File: src/rtl/add_accum_pkg.sv
// Shared types for the add_accum packet accumulator.
// The default operand width lives here so the top and the bench agree on it.
package add_accum_pkg;

    localparam int unsigned W_DEF = 16;

    typedef logic [W_DEF-1:0] word_t;

    typedef enum logic [1:0] {
        IDLE,
        ACCUM,
        HOLD
    } acc_state_t;

endpackage

File: src/rtl/cla_add.sv
// Combinational W-bit carry-lookahead adder built from 4-bit lookahead groups.
// Group carries ripple group-to-group; each group resolves its internal carries in parallel.
module cla_add #(
    parameter int unsigned W = 16
) (
    output logic [W-1:0] sum,
    output logic         cout,
    input  logic [W-1:0] a,
    input  logic [W-1:0] b,
    input  logic         cin
);

    localparam int unsigned NG = W / 4;

    always_comb begin
        logic [W-1:0] g;
        logic [W-1:0] p;
        logic [W:0]   c;
        logic         grp_g;
        logic         grp_p;
        g    = a & b;
        p    = a ^ b;
        c    = '0;
        c[0] = cin;
        for (int grp = 0; grp < NG; grp++) begin
            c[4*grp+1] = g[4*grp] | (p[4*grp] & c[4*grp]);
            c[4*grp+2] = g[4*grp+1] | (p[4*grp+1] & g[4*grp])
                       | (p[4*grp+1] & p[4*grp] & c[4*grp]);
            c[4*grp+3] = g[4*grp+2] | (p[4*grp+2] & g[4*grp+1])
                       | (p[4*grp+2] & p[4*grp+1] & g[4*grp])
                       | (p[4*grp+2] & p[4*grp+1] & p[4*grp] & c[4*grp]);
            grp_g = g[4*grp+3] | (p[4*grp+3] & g[4*grp+2])
                  | (p[4*grp+3] & p[4*grp+2] & g[4*grp+1])
                  | (p[4*grp+3] & p[4*grp+2] & p[4*grp+1] & g[4*grp]);
            grp_p = p[4*grp+3] & p[4*grp+2] & p[4*grp+1] & p[4*grp];
            c[4*grp+4] = grp_g | (grp_p & c[4*grp]);
        end
        sum  = p ^ c[W-1:0];
        cout = c[W];
    end

endmodule

File: src/rtl/add_accum.sv
// Packet accumulator: sums W-bit operand beats through cla_add until in_last, then holds the result.
// Define ADD_ACCUM_SATURATE_EN to clamp the sum at all-ones instead of wrapping.
module add_accum
    import add_accum_pkg::*;
#(
    parameter int unsigned W     = W_DEF,
    parameter int unsigned CNT_W = 8
) (
    input  logic             clk,
    input  logic             rst_n,
    input  logic             in_valid,
    output logic             in_ready,
    input  logic [W-1:0]     in_data,
    input  logic             in_last,
    output logic             out_valid,
    input  logic             out_ready,
    output logic [W-1:0]     out_sum,
    output logic             out_ovf,
    output logic [CNT_W-1:0] out_count
);

    acc_state_t       state_q, state_d;
    logic [W-1:0]     acc_q, acc_d;
    logic             ovf_q, ovf_d;
    logic [CNT_W-1:0] cnt_q, cnt_d;

    logic             beat;
    logic [W-1:0]     add_a;
    logic [W-1:0]     add_sum;
    logic             add_cout;
    logic [W-1:0]     acc_new;

    assign in_ready = (state_q != HOLD);
    assign beat     = in_valid && in_ready;
    // First beat of a packet starts from zero rather than the stale accumulator.
    assign add_a    = (state_q == IDLE) ? '0 : acc_q;

    cla_add #(
        .W(W)
    ) u_cla_add (
        .sum  (add_sum),
        .cout (add_cout),
        .a    (add_a),
        .b    (in_data),
        .cin  (1'b0)
    );

`ifdef ADD_ACCUM_SATURATE_EN
    assign acc_new = add_cout ? '1 : add_sum;
`else
    assign acc_new = add_sum;
`endif

    always_comb begin
        state_d = state_q;
        acc_d   = acc_q;
        ovf_d   = ovf_q;
        cnt_d   = cnt_q;
        unique case (state_q)
            IDLE: begin
                if (beat) begin
                    acc_d   = acc_new;
                    ovf_d   = add_cout;
                    cnt_d   = CNT_W'(1);
                    state_d = in_last ? HOLD : ACCUM;
                end
            end
            ACCUM: begin
                if (beat) begin
                    acc_d = acc_new;
                    ovf_d = ovf_q | add_cout;
                    cnt_d = (cnt_q == '1) ? cnt_q : cnt_q + CNT_W'(1);
                    if (in_last) begin
                        state_d = HOLD;
                    end
                end
            end
            HOLD: begin
                if (out_ready) begin
                    state_d = IDLE;
                end
            end
            default: state_d = IDLE;
        endcase
    end

    always_ff @(posedge clk or negedge rst_n) begin
        if (!rst_n) begin
            state_q <= IDLE;
            acc_q   <= '0;
            ovf_q   <= 1'b0;
            cnt_q   <= '0;
        end else begin
            state_q <= state_d;
            acc_q   <= acc_d;
            ovf_q   <= ovf_d;
            cnt_q   <= cnt_d;
        end
    end

    assign out_valid = (state_q == HOLD);
    assign out_sum   = acc_q;
    assign out_ovf   = ovf_q;
    assign out_count = cnt_q;

endmodule

File: config.mk
export PLATFORM = sky130hd
export DESIGN_NAME = add_accum
export DESIGN_NICKNAME = d
export VERILOG_FILES = /design/src/rtl/add_accum_pkg.sv /design/src/rtl/cla_add.sv /design/src/rtl/add_accum.sv
export SDC_FILE = /design/constraint.sdc
export NUM_CORES = 1
export LEC_CHECK = 0
export ABC_AREA = 1
export CAP_MARGIN = 0
export CORE_MARGIN = 4
export CORE_UTILIZATION = 50
export CTS_CLUSTER_DIAMETER = 120
export DETAILED_ROUTE_END_ITERATION = 12
export MAX_ROUTING_LAYER = met4
export PLACE_DENSITY_LB_ADDON = 0.15
export SLEW_MARGIN = 20
export SYNTH_ARGS = -nofsm -noshare
export SYNTH_HDL_FRONTEND = slang
export SYNTH_HIERARCHICAL = 1
export SYNTH_SLANG_ARGS = --single-unit
File: constraint.sdc
create_clock -name clk -period 3.7 [get_ports clk]
set_clock_uncertainty 0.15 [all_clocks]
set_input_delay 0.555 -clock clk [delete_from_list [all_inputs] [get_ports clk]]
set_output_delay 0.555 -clock clk [all_outputs]
set_load 0.005 [all_outputs]
==> results.md <==
* Run status: complete, no violations
* P per Cell Area at 676 nW/um^2
* Power share of the sequential group at 27.4%
* Die Width at 71.6 microns
* Sw power at 0.000749 W
* Vias in the first global route at 1678
* H-tree levels at 1
* Crit path launch type: register
* N_diodes at 0
* Share of the synthesized area in the top cell type at 33.4%
* Critical Path RT at 3.69 ns
* Synth warn at 6
* Area delta synth->final at 28.0%
* Synth Cell Area at 2020 sq um
* Bufs on Longest Clock Path at 2
* Routed Antenna Nets at 0
* Area leader, netlist: dfrtp_1
* RSZ-0062 raised after global routing: no
* Top-count cell post-synth: nand2_1
* Largest net degree at the start of global routing at 35
* Leakage at 1.28 nW
* Clock sinks at 27
* Rows at 22
* Max Fclk at 0.359 GHz
* Clk_lat worst skew at 0.27 ns
* Detailed-route DRC error count at 0
* Wire per inst at 10.8 microns
* Hold_buf cts at 0
* Layout cell share with drive strength beyond 1 at 7.76%
* Post-synthesis register bit count at 27
* Max Cap Viol at 0
* Fin crit share at 75.4%
* Initial antenna violation count at 0
* CTS buffer count at 3
* GR Overflow Total at 0
* Resized Gates After CTS at 0
* Post-synth EDFFs at 0
* Peak supply drop at 335 uV
* Placer Congestion at 0.916
* Switching share of power at 42.8%
* Final number of setup-violating endpoints at 0
* Hold WC Path Type: reg2reg
* Crit Path Category: reg2reg
* Core area at 3770 sq um
* Global-route wire length before repair at 7310 microns
* Post-synthesis sequential area ratio at 33.4%
* Mean Syn Cell Area at 7.41 sq um
* WP data arrival at 2.78 ns
* Critical Path Max Stage Delay at 0.44 ns
* Area contributors post-synth: dfrtp_1 33%, nand2_1 12%, ha_1 11%
* Chip Height at 71.6 microns
* Pre-Repair DR Iteration Count at 4
* Unique masters post-synth at 26
* Clock power frac at 9.5%
* Critical Path Sink Type: register
* # IOs at 48
* Final Max Slew Viols at 0
* Buf/Inv on CP at 1
* Pint at 0.00100 W
* Worst path slowest cell: dfrtp_1
* Final nets at 365
* I/O Buffers at 47
* Clock Root Buffer: clkbuf_8
* Tmin final at 2.79 ns
* Hold Vio Cnt, Final at 0
* Gate Count Post-Synth at 273
* Tot GR Track Use at 17.8%
* Critical Path Fanout Max at 17
* CP Cell Sequence: nor2_1, buf_4, nor2_1, ha_1, a21oi_1, nand2_1, nor2_2, nand2_4, nand2_2, nand2_4, fa_1, xor2_1, nand2_1, o21ai_0
* Post-synth ARST share at 100%
* Setup TNS Final at 0 ns
* Starting Density at 53.6%
* Total number of vias at 1788
* Logic gate share of total power at 63.1%
* Worst-path clk slew at 0.10 ns
* CTS tree: yes
* Cell family with most CP delay: adder cells
* Hold slack at 0.414 ns
* 1st-iter DRT viols at 127
* Area of the die at 5130 sq um
* Drt total wl at 4010 microns
* Synth top cells by count: 63 x nand2_1, 41 x inv_1, 32 x nor2_1
* Avg Vias per Cell at 4.83
* Ys flop type: dfrtp_1
* Post-CTS setup buffer count at 0
* HPWL after DPL at 3110 microns
-- worst reg2reg max path, stage by stage (launching register included) --
cell and delay, ns:
dfrtp_1 0.44, nor2_1 0.12, buf_4 0.24, nor2_1 0.08, ha_1 0.36, a21oi_1 0.17
nand2_1 0.08, nor2_2 0.12, nand2_4 0.08, nand2_2 0.07, nand2_4 0.06, fa_1 0.37
xor2_1 0.17, nand2_1 0.06, o21ai_0 0.08
-- power by group through the flow --
stage / Combinational [W] / Clock [W] / Sequential, W
3_3_place_gp: 0.00109 / 0 / 0.000481
2_1_floorplan: 0.000720 / 0 / 0.000484
6_report: 0.00110 / 0.000167 / 0.000479
4_1_cts: 0.00112 / 0.000177 / 0.000481
5_1_grt: 0.00127 / 0.000191 / 0.000496
3_5_place_dp: 0.00111 / 0 / 0.000485
-- final cells by class --
| class | count | area, sq um |
|---|---|---|
| clock buffers | 3 | 41.3 |
| clock inverters | 1 | 5.00 |
| fillers | 349 | 1180 |
| inverters | 43 | 161 |
| multi-input cells | 199 | 1160 |
| flip-flops and latches | 27 | 676 |
| well taps | 48 | 60.1 |
| repair buffers | 49 | 485 |
-- path summary, 6_finish.rpt --
kind / endpoint / slack [ns] / from / depth (start not counted)
setup / recovery: out_sum[13] / 0.91 / state_q[0] / 14
hold / removal: out_ovf / 0.41 / out_ovf / 2
setup reg to reg: out_sum[13] / 0.91 / state_q[0] / 14
hold reg to reg: out_ovf / 0.41 / out_ovf / 2
max in group asynchronous: out_sum[2] / 2.63 / rst_n / 2
min in group asynchronous: out_count[3] / 0.50 / rst_n / 2
-- stage by stage --
step | worst slack [ns] | utilization, % | power (W) | std cells | cell area [sq um]
6_report | 0.912 | 68.6 | 0.00175 | 370 | 2590
5_1_grt | 0.740 | 68.6 | 0.00196 | 370 | 2590
3_5_place_dp | 0.834 | 67.4 | 0.00159 | 366 | 2540
2_1_floorplan | 0.915 | - | 0.00120 | 274 | 2030
3_3_place_gp | 0.901 | 67.4 | 0.00157 | 366 | 2540
4_1_cts | 0.928 | 68.6 | 0.00177 | 370 | 2590
-- cells in the final DEF, fill, tap and decap left out, drive strengths merged --
master,Yosys,routed
dfrtp,27,27
and2,1,1
a21oi,12,12
o21bai,2,2
inv,43,43
ha,17,17
nand3,14,14
nor2,36,36
clkbuf,1,3
buf,4,2
xor2,7,7
nor3,1,1
o21ai,26,26
fa,4,4
clkinv,0,1
nand4,1,1
xnor2,4,4
clkdlybuf4s50,0,47
nand2,71,71
o22ai,1,1
conb,1,2
-- cell families (layout without fill, tap and decap cells) --
kind of cell | Yosys count | in the layout | share of synthesized area [%]
flops | 27 | 27 | 33.4
xor+xnor | 11 | 11 | 4.76
fa+ha+maj | 21 | 21 | 14.5
other cells | 1 | 2 | 0.185
simple gates | 124 | 124 | 26.9
compound gates | 41 | 41 | 10.8
buf+inv | 48 | 96 | 9.46
-- sequential cells by signal, summed over array words and instances (netlist names) --
name       count
out_sum       16
state_q        2
out_count      8
out_ovf        1
-- per-layer routing --
| layer | wire [microns] | GRT usage [%] |
|---|---|---|
| met1 | 1950 | 24.1 |
| met2 | 1860 | 28.7 |
| met3 | 140 | 1.40 |
| met4 | 55 | 5.22 |
| met5 | 0 | - |
No activity file was read; power rests on OpenSTA's default activity.
